[src/rtl/ammod_xmit.sv]
// rtl/ammod_xmit.sv - parametrised AM transmit modulator; optional PWM output stage under AMMOD_PWM_EN
module ammod_xmit #(
  parameter int IW      = 12,
  parameter int GW      = 16,
  parameter int CW      = 12,
  parameter int NLANE   = 2,
  parameter int RAMP_LG = 8
) (
  input  logic                 i_clk,
  input  logic                 i_reset,
  input  logic                 i_ce,
  input  logic signed [IW-1:0] i_sample,
  input  logic                 i_rf_en,
  input  logic                 i_wb_cyc,
  input  logic                 i_wb_stb,
  input  logic                 i_wb_we,
  input  logic [1:0]           i_wb_addr,
  input  logic [31:0]          i_wb_data,
  input  logic [3:0]           i_wb_sel,
  output logic                 o_wb_stall,
  output logic                 o_wb_ack,
  output logic [31:0]          o_wb_data,
  output logic [NLANE-1:0]     o_rf_data
);

  localparam int SHW = $clog2(IW + 1);

  typedef enum logic [1:0] {
    S_IDLE = 2'd0,
    S_UP   = 2'd1,
    S_ON   = 2'd2,
    S_DOWN = 2'd3
  } state_t;

  // control registers
  logic signed [GW-1:0]    gain;
  logic signed [CW-1:0]    carrier;
  logic                    ctrl_en;
  logic                    ctrl_mode;
  logic [15:0]             clip_cnt;

  // ramp state
  state_t                  state;
  logic [SHW-1:0]          sh;
  logic [RAMP_LG-1:0]      tick_cnt;
  logic                    tick;
  logic                    en_all;

  // datapath
  logic signed [IW+GW-1:0] p_r;
  logic                    ce_d1;
  logic signed [IW:0]      a_c;
  logic signed [IW-1:0]    car_sh;
  logic signed [IW+1:0]    s_c;
  logic                    ovf_c;
  logic signed [IW-1:0]    sat_c;
  logic signed [IW-1:0]    sat_r;
  logic [IW-1:0]           u_c;
  logic [IW-1:0]           u_eff;

  // output stage
  logic [IW:0]             acc;
  logic [IW:0]             acc_next;
  logic                    out_bit;

  // bus decode
  logic                    wb_wr;
  logic                    clip_clear;
  logic [31:0]             rd_c;
  logic                    unused_bits;

  assign o_wb_stall  = 1'b0;
  assign wb_wr       = i_wb_cyc & i_wb_stb & i_wb_we;
  assign clip_clear  = wb_wr && (i_wb_addr == 2'd1) && i_wb_data[2];
  assign en_all      = ctrl_en & i_rf_en;
  assign tick        = &tick_cnt;
  assign unused_bits = ^{i_wb_sel, i_wb_data, p_r[GW-2:0]};

  // register writes from the control port
  always_ff @(posedge i_clk) begin
    if (i_reset) begin
      gain      <= GW'(1) << (GW - 2);
      carrier   <= '0;
      ctrl_en   <= 1'b0;
      ctrl_mode <= 1'b0;
    end else if (wb_wr) begin
      case (i_wb_addr)
        2'd0: begin
          gain    <= i_wb_data[GW-1:0];
          carrier <= i_wb_data[CW+15:16];
        end
        2'd1: begin
          ctrl_en <= i_wb_data[0];
`ifdef AMMOD_PWM_EN
          ctrl_mode <= i_wb_data[1];
`endif
        end
        default: ;
      endcase
    end
  end

  // stage 1: full-width product of sample and gain
  always_ff @(posedge i_clk) begin
    if (i_reset) begin
      p_r   <= '0;
      ce_d1 <= 1'b0;
    end else begin
      ce_d1 <= i_ce;
      if (i_ce)
        p_r <= (IW+GW)'(i_sample) * (IW+GW)'(gain);
    end
  end

  // rescale by the Q1 gain, add the carrier and detect overflow of the IW-bit range
  assign a_c    = p_r[IW+GW-1:GW-1];
  assign car_sh = IW'(carrier) <<< (IW - CW);
  assign s_c    = (IW+2)'(a_c) + (IW+2)'(car_sh);
  assign ovf_c  = (s_c[IW+1:IW-1] != 3'b000) && (s_c[IW+1:IW-1] != 3'b111);

  // clamp toward the rail on the side the sum overflowed
  always_comb begin
    sat_c = s_c[IW-1:0];
    if (ovf_c)
      sat_c = s_c[IW+1] ? {1'b1, {(IW-1){1'b0}}} : {1'b0, {(IW-1){1'b1}}};
  end

  // stage 2: hold the saturated sample and count clips; a clear wins over a coincident clip
  always_ff @(posedge i_clk) begin
    if (i_reset) begin
      sat_r    <= '0;
      clip_cnt <= '0;
    end else begin
      if (ce_d1)
        sat_r <= sat_c;
      if (clip_clear)
        clip_cnt <= '0;
      else if (ce_d1 && ovf_c && (clip_cnt != 16'hFFFF))
        clip_cnt <= clip_cnt + 16'd1;
    end
  end

  // offset-binary level, attenuated by the ramp shift
  assign u_c      = {~sat_r[IW-1], sat_r[IW-2:0]};
  assign u_eff    = u_c >> sh;
  assign acc_next = {1'b0, acc[IW-1:0]} + {1'b0, u_eff};

`ifdef AMMOD_PWM_EN
  logic [IW-1:0] cnt;
  logic [IW-1:0] cnt_rev;

  // bit-reversed counter spreads PWM ones evenly over the period
  always_comb begin
    cnt_rev = '0;
    for (int i = 0; i < IW; i++)
      cnt_rev[i] = cnt[IW-1-i];
  end

  assign out_bit = ctrl_mode ? (u_eff > cnt_rev) : acc_next[IW];

  // free-running PWM phase counter
  always_ff @(posedge i_clk) begin
    if (i_reset)
      cnt <= '0;
    else
      cnt <= cnt + IW'(1);
  end
`else
  assign out_bit = acc_next[IW];
`endif

  // first-order sigma-delta accumulator and lane drive; lanes are silent while idle
  always_ff @(posedge i_clk) begin
    if (i_reset) begin
      acc       <= '0;
      o_rf_data <= '0;
    end else begin
      acc <= acc_next;
      if (state == S_IDLE)
        o_rf_data <= '0;
      else
        o_rf_data <= {NLANE{out_bit}};
    end
  end

  // soft ramp: shift walks between IW (silent) and 0 (full level) one step per tick
  always_ff @(posedge i_clk) begin
    if (i_reset) begin
      state    <= S_IDLE;
      sh       <= SHW'(IW);
      tick_cnt <= '0;
    end else begin
      tick_cnt <= tick_cnt + RAMP_LG'(1);
      case (state)
        S_IDLE: begin
          sh <= SHW'(IW);
          if (en_all) begin
            state    <= S_UP;
            tick_cnt <= '0;
          end
        end
        S_UP: begin
          if (!en_all) begin
            state    <= S_DOWN;
            tick_cnt <= '0;
          end else if (tick) begin
            if (sh <= SHW'(1)) begin
              state    <= S_ON;
              sh       <= '0;
              tick_cnt <= '0;
            end else begin
              sh <= sh - SHW'(1);
            end
          end
        end
        S_ON: begin
          sh <= '0;
          if (!en_all) begin
            state    <= S_DOWN;
            tick_cnt <= '0;
          end
        end
        default: begin
          if (en_all) begin
            state    <= S_UP;
            tick_cnt <= '0;
          end else if (tick) begin
            if (sh >= SHW'(IW - 1)) begin
              state    <= S_IDLE;
              sh       <= SHW'(IW);
              tick_cnt <= '0;
            end else begin
              sh <= sh + SHW'(1);
            end
          end
        end
      endcase
    end
  end

  // read-back mux
  always_comb begin
    rd_c = '0;
    case (i_wb_addr)
      2'd0: begin
        rd_c[GW-1:0]    = gain;
        rd_c[CW+15:16]  = carrier;
      end
      2'd1:    rd_c[1:0] = {ctrl_mode, ctrl_en};
      2'd2:    rd_c = {state, 2'b00, 4'(sh), 8'h00, clip_cnt};
      default: rd_c = 32'(sat_r);
    endcase
  end

  // ack one clock after strobe, read data registered alongside it
  always_ff @(posedge i_clk) begin
    if (i_reset) begin
      o_wb_ack  <= 1'b0;
      o_wb_data <= '0;
    end else begin
      o_wb_ack <= i_wb_stb;
      if (i_wb_stb)
        o_wb_data <= rd_c;
    end
  end

endmodule

[config.mk]
export PLATFORM = sky130hd
export DESIGN_NAME = ammod_xmit
export DESIGN_NICKNAME = d
export VERILOG_FILES = /design/src/rtl/ammod_xmit.sv
export SDC_FILE = /design/constraint.sdc
export NUM_CORES = 1
export LEC_CHECK = 0
export ABC_AREA = 0
export BUFFER_PORTS_ARGS = -buffer_cell sky130_fd_sc_hd__buf_2
export CAP_MARGIN = 10
export CORE_UTILIZATION = 35
export CTS_BUF_LIST = sky130_fd_sc_hd__clkbuf_8
export DETAILED_ROUTE_END_ITERATION = 16
export PLACE_DENSITY_LB_ADDON = 0.05
export SLEW_MARGIN = 20
export SYNTH_ARGS = -nofsm -noshare
export SYNTH_HDL_FRONTEND = slang
export SYNTH_SLANG_ARGS = --single-unit
[constraint.sdc]
create_clock -name i_clk -period 16.3 [get_ports i_clk]
set_input_delay 4.075 -clock i_clk [delete_from_list [all_inputs] [get_ports i_clk]]
set_output_delay 4.075 -clock i_clk [all_outputs]
set_load 0.005 [all_outputs]
==> flow_metrics.py <==
metrics = {
    "route": {
        "drc_errors": 0,
        "ant_nets": 0,
        "drtIter0Drc": 424,
        "routed_wl_mm": 35.4,
        "first_pass_iters": 5,
        "drt-wirelength-per-cell_um": 16.8,
        "viasPerCell": 4.91,
        "detailroute.via_count": 10300,
    },
    "final_layout": {
        "layout-drive-gt1-share_pct": 9.49,
        "final_area_mm2": 0.0144,
        "diodes": 0,
        "final_common_cell": "inv_1",
        "layout_common_cells": "inv_1 (237), nand2_1 (221), fa_1 (178)",
        "areaGrowthSynthToFinish_pct": 8.89,
        "layout.nets": 1914,
        "n_fill_cell": 3916,
    },
    "critical_path": {
        "reg2reg_from": "gain[1]",
        "r2r_slack_ps": 9750,
        "reg2reg_depth": 18,
        "cp-end-kind": "flip-flop",
        "crit_top_cell": "fa_1",
        "path_max_fanout": 13,
        "cp_cell_sequence": "buf_2 -> inv_1 -> nor2_1 -> fa_1 -> fa_1 -> fa_1 -> fa_1 -> inv_1 -> fa_1 -> inv_1 -> ha_1 -> nand3_1 -> a211oi_1 -> a2111oi_2 -> o21ai_1 -> a211oi_1 -> a21oi_1 -> xnor2_1 -> a22o_1",
        "crit_slowest_cell": "a2111oi_2",
        "regToRegEndpoint": "p_r[27]",
        "critical_path_class": "in2reg",
        "start_kind": "primary input",
        "max_stage_delay_ps": 750,
        "cp_data_arrival_time_ps": 10100,
        "critPathTopFamily": "adder cells",
        "worst_ep_required_time_ps": 16660,
        "path_buf_inv": 4,
    },
    "global_route": {
        "grt_pass1_vias": 10700,
        "grtUsageTotal_pct": 19.4,
        "overflow": 0,
        "grt_max_degree": 70,
        "grt_pass1_wl_mm": 57.6,
        "grt_antenna_before_repair": 0,
    },
    "yosys": {
        "synthCells": 1560,
        "synthesis.area_mm2": 0.0133,
        "post_synth_num_cell_types": 62,
        "synth_area_per_cell_um2": 8.50,
        "yosysSeqAreaShare_pct": 19.6,
        "syn_nets": 1885,
        "async_flop_share_pct": 0,
        "ys_seq_elements": 130,
        "synth_top_cell_area_share_pct": 26.9,
        "ys_warn_count": 0,
        "synth_top_cell_by_area": "fa_1",
        "synth_edf_count": 0,
        "synth_area_leaders": "fa_1 (27%), dfxtp_1 (20%), ha_1 (8.5%)",
        "synthFlopType": "dfxtp_1",
    },
    "clock_tree": {
        "post_cts_buffers": 0,
        "cts_tree": "yes",
        "htreeDepth": 4,
        "clock_latency_ps": 470,
        "cts-resized-gates": 0,
        "cts.clk_slew.worst_paths_ps": 70,
        "root_buffer": "clkbuf_8",
        "numCtsBuffers": 17,
        "cts_sinks": 130,
        "cts.path.max_buffers": 2,
        "cts_hold_buffers": 0,
    },
    "pwr": {
        "leakage_uw": 0.00659,
        "p_per_area_mw_per_mm2": 61.5,
        "peakVddDrop_v": 0.0000520,
    },
    "timing": {
        "setup_violations": 0,
        "slew_headroom_pct": 39.9,
        "fin_worst_skew_ps": 10.4,
        "hold_violations": 0,
        "min_period_ps": 9740,
        "rsz0062_at_grt": "false",
        "fin_setup_tns_ps": 0,
        "worstMarginPinSlew_ps": 901,
        "min_period_over_period_pct": 59.7,
        "holdWs_ps": 462,
        "fmax_ghz": 0.103,
        "drv_slew": 0,
    },
    "placed_design": {
        "io_buffers": 83,
        "dpl-instance-area_mm2": 0.0140,
        "globalplace.congestion": 0.787,
        "dp_hpwl_mm": 26.9,
    },
    "worst_hold_path": {
        "hp-class": "reg2reg",
        "min-delay-start": "tick_cnt[0]",
        "hold_depth": 1,
        "min_to": "tick_cnt[0]",
    },
    "die": {
        "die_area_mm2": 0.0387,
        "die_height_um": 197,
        "ios": 93,
        "core-area_mm2": 0.0370,
        "rows": 70,
        "initial_core_util_pct": 35.9,
        "chipWidth_um": 197,
    },
    "run_status": {
        "status": "complete, no violations",
    },
    "job": {
        "drv_cap": 0,
    },
}
## state kept, by name, indices dropped and copies added (netlist names)
signal	count
acc	12
car_sh	12
ce_d1	1
clip_cnt	16
ctrl_en	1
gain	16
o_rf_data	1
o_wb_ack	1
o_wb_data	31
p_r	13
sat_r	12
sh	4
state	2
tick_cnt	8
## per-stage QoR
step                      utilization (%)  setup slack [ps]  cells  power, µW
after floorplan                         -              6930   1560        531
after global placement               38.0              6010   2074        602
after detailed placement             38.0              6020   2074        601
after CTS                            39.1              6510   2105        903
after global routing                 39.1              6110   2105        954
final                                39.1              6560   2105        889
## worst reg2reg max path, cell delays in order (launching register included)
cell,delay (ps)
dfxtp_1,830
nand2_1,210
fa_1,590
inv_1,40
ha_1,200
fa_1,540
inv_1,50
fa_1,470
fa_1,550
inv_1,40
ha_1,290
a2111oi_0,360
o21ai_0,180
a2111oi_2,710
o21ai_1,320
a211oi_1,500
a21oi_1,170
xnor2_1,160
a22o_1,220
## cell families (layout without fill, tap and decap cells)
| family | count (synthesis) | after routing | share of synthesized area, % |
|---|---|---|---|
| and+or+nand+nor | 530 | 530 | 17.9 |
| buffers and inverters | 312 | 353 | 9.12 |
| muxes | 44 | 44 | 3.80 |
| xor gates and xnor gates | 52 | 52 | 3.49 |
| adders and majority gates | 268 | 268 | 35.3 |
| DFF | 130 | 130 | 19.6 |
| AOI/OAI and AO/OA | 223 | 223 | 10.7 |
| other | 1 | 1 | 0.0283 |
## power by group
part / leakage (µW) / total [µW] / switching, µW / internal (µW)
sequential: 0.00106 / 354 / 19.6 / 334
clock: 0.000231 / 298 / 130 / 168
combinational: 0.00530 / 237 / 139 / 97.9
total: 0.00659 / 889 / 289 / 600
## worst max-delay path by stage
stage	from	endpoint	cells past startpoint
after floorplan	i_sample[11]	p_r[22]	20
after global placement	i_sample[11]	p_r[27]	19
after detailed placement	i_sample[11]	p_r[27]	19
after CTS	i_sample[11]	p_r[27]	19
after global routing	i_sample[11]	p_r[26]	20
final	i_sample[11]	p_r[27]	19
## final cells by class
cell class / count / area [µm²] / area share, %
clock buffer: 22 / 303 / 2.10
clock inverter: 9 / 114 / 0.788
inverter: 233 / 875 / 6.05
multi-input combinational: 1118 / 9460 / 65.5
sequential: 130 / 2600 / 18.0
tap: 504 / 631 / 4.36
timing repair buffer: 89 / 463 / 3.20
## synthesized netlist by cell type, types with 21 or more instances
library cell / count
a21oi_1: 90
ha_1: 90
nand2_1: 221
a211oi_1: 31
nand3_1: 22
inv_1: 232
nor2_1: 134
xnor2_1: 38
nor3_1: 37
fa_1: 178
and2_1: 56
clkbuf_1: 68
o21ai_0: 32
mux2_2: 21
dfxtp_1: 130
## per-layer routing
layer  share of wire [%]  track usage [%]  wire, µm  up-vias
met1                  50             27.5     17600     5121
met4                0.96             3.39       341        0
met2                  46             31.5     16400      162
met3                 3.1             2.82      1100       21
met5                   0                0         0        -
li1                    -                -         -     5026
No activity file was read; power rests on OpenSTA's default activity.
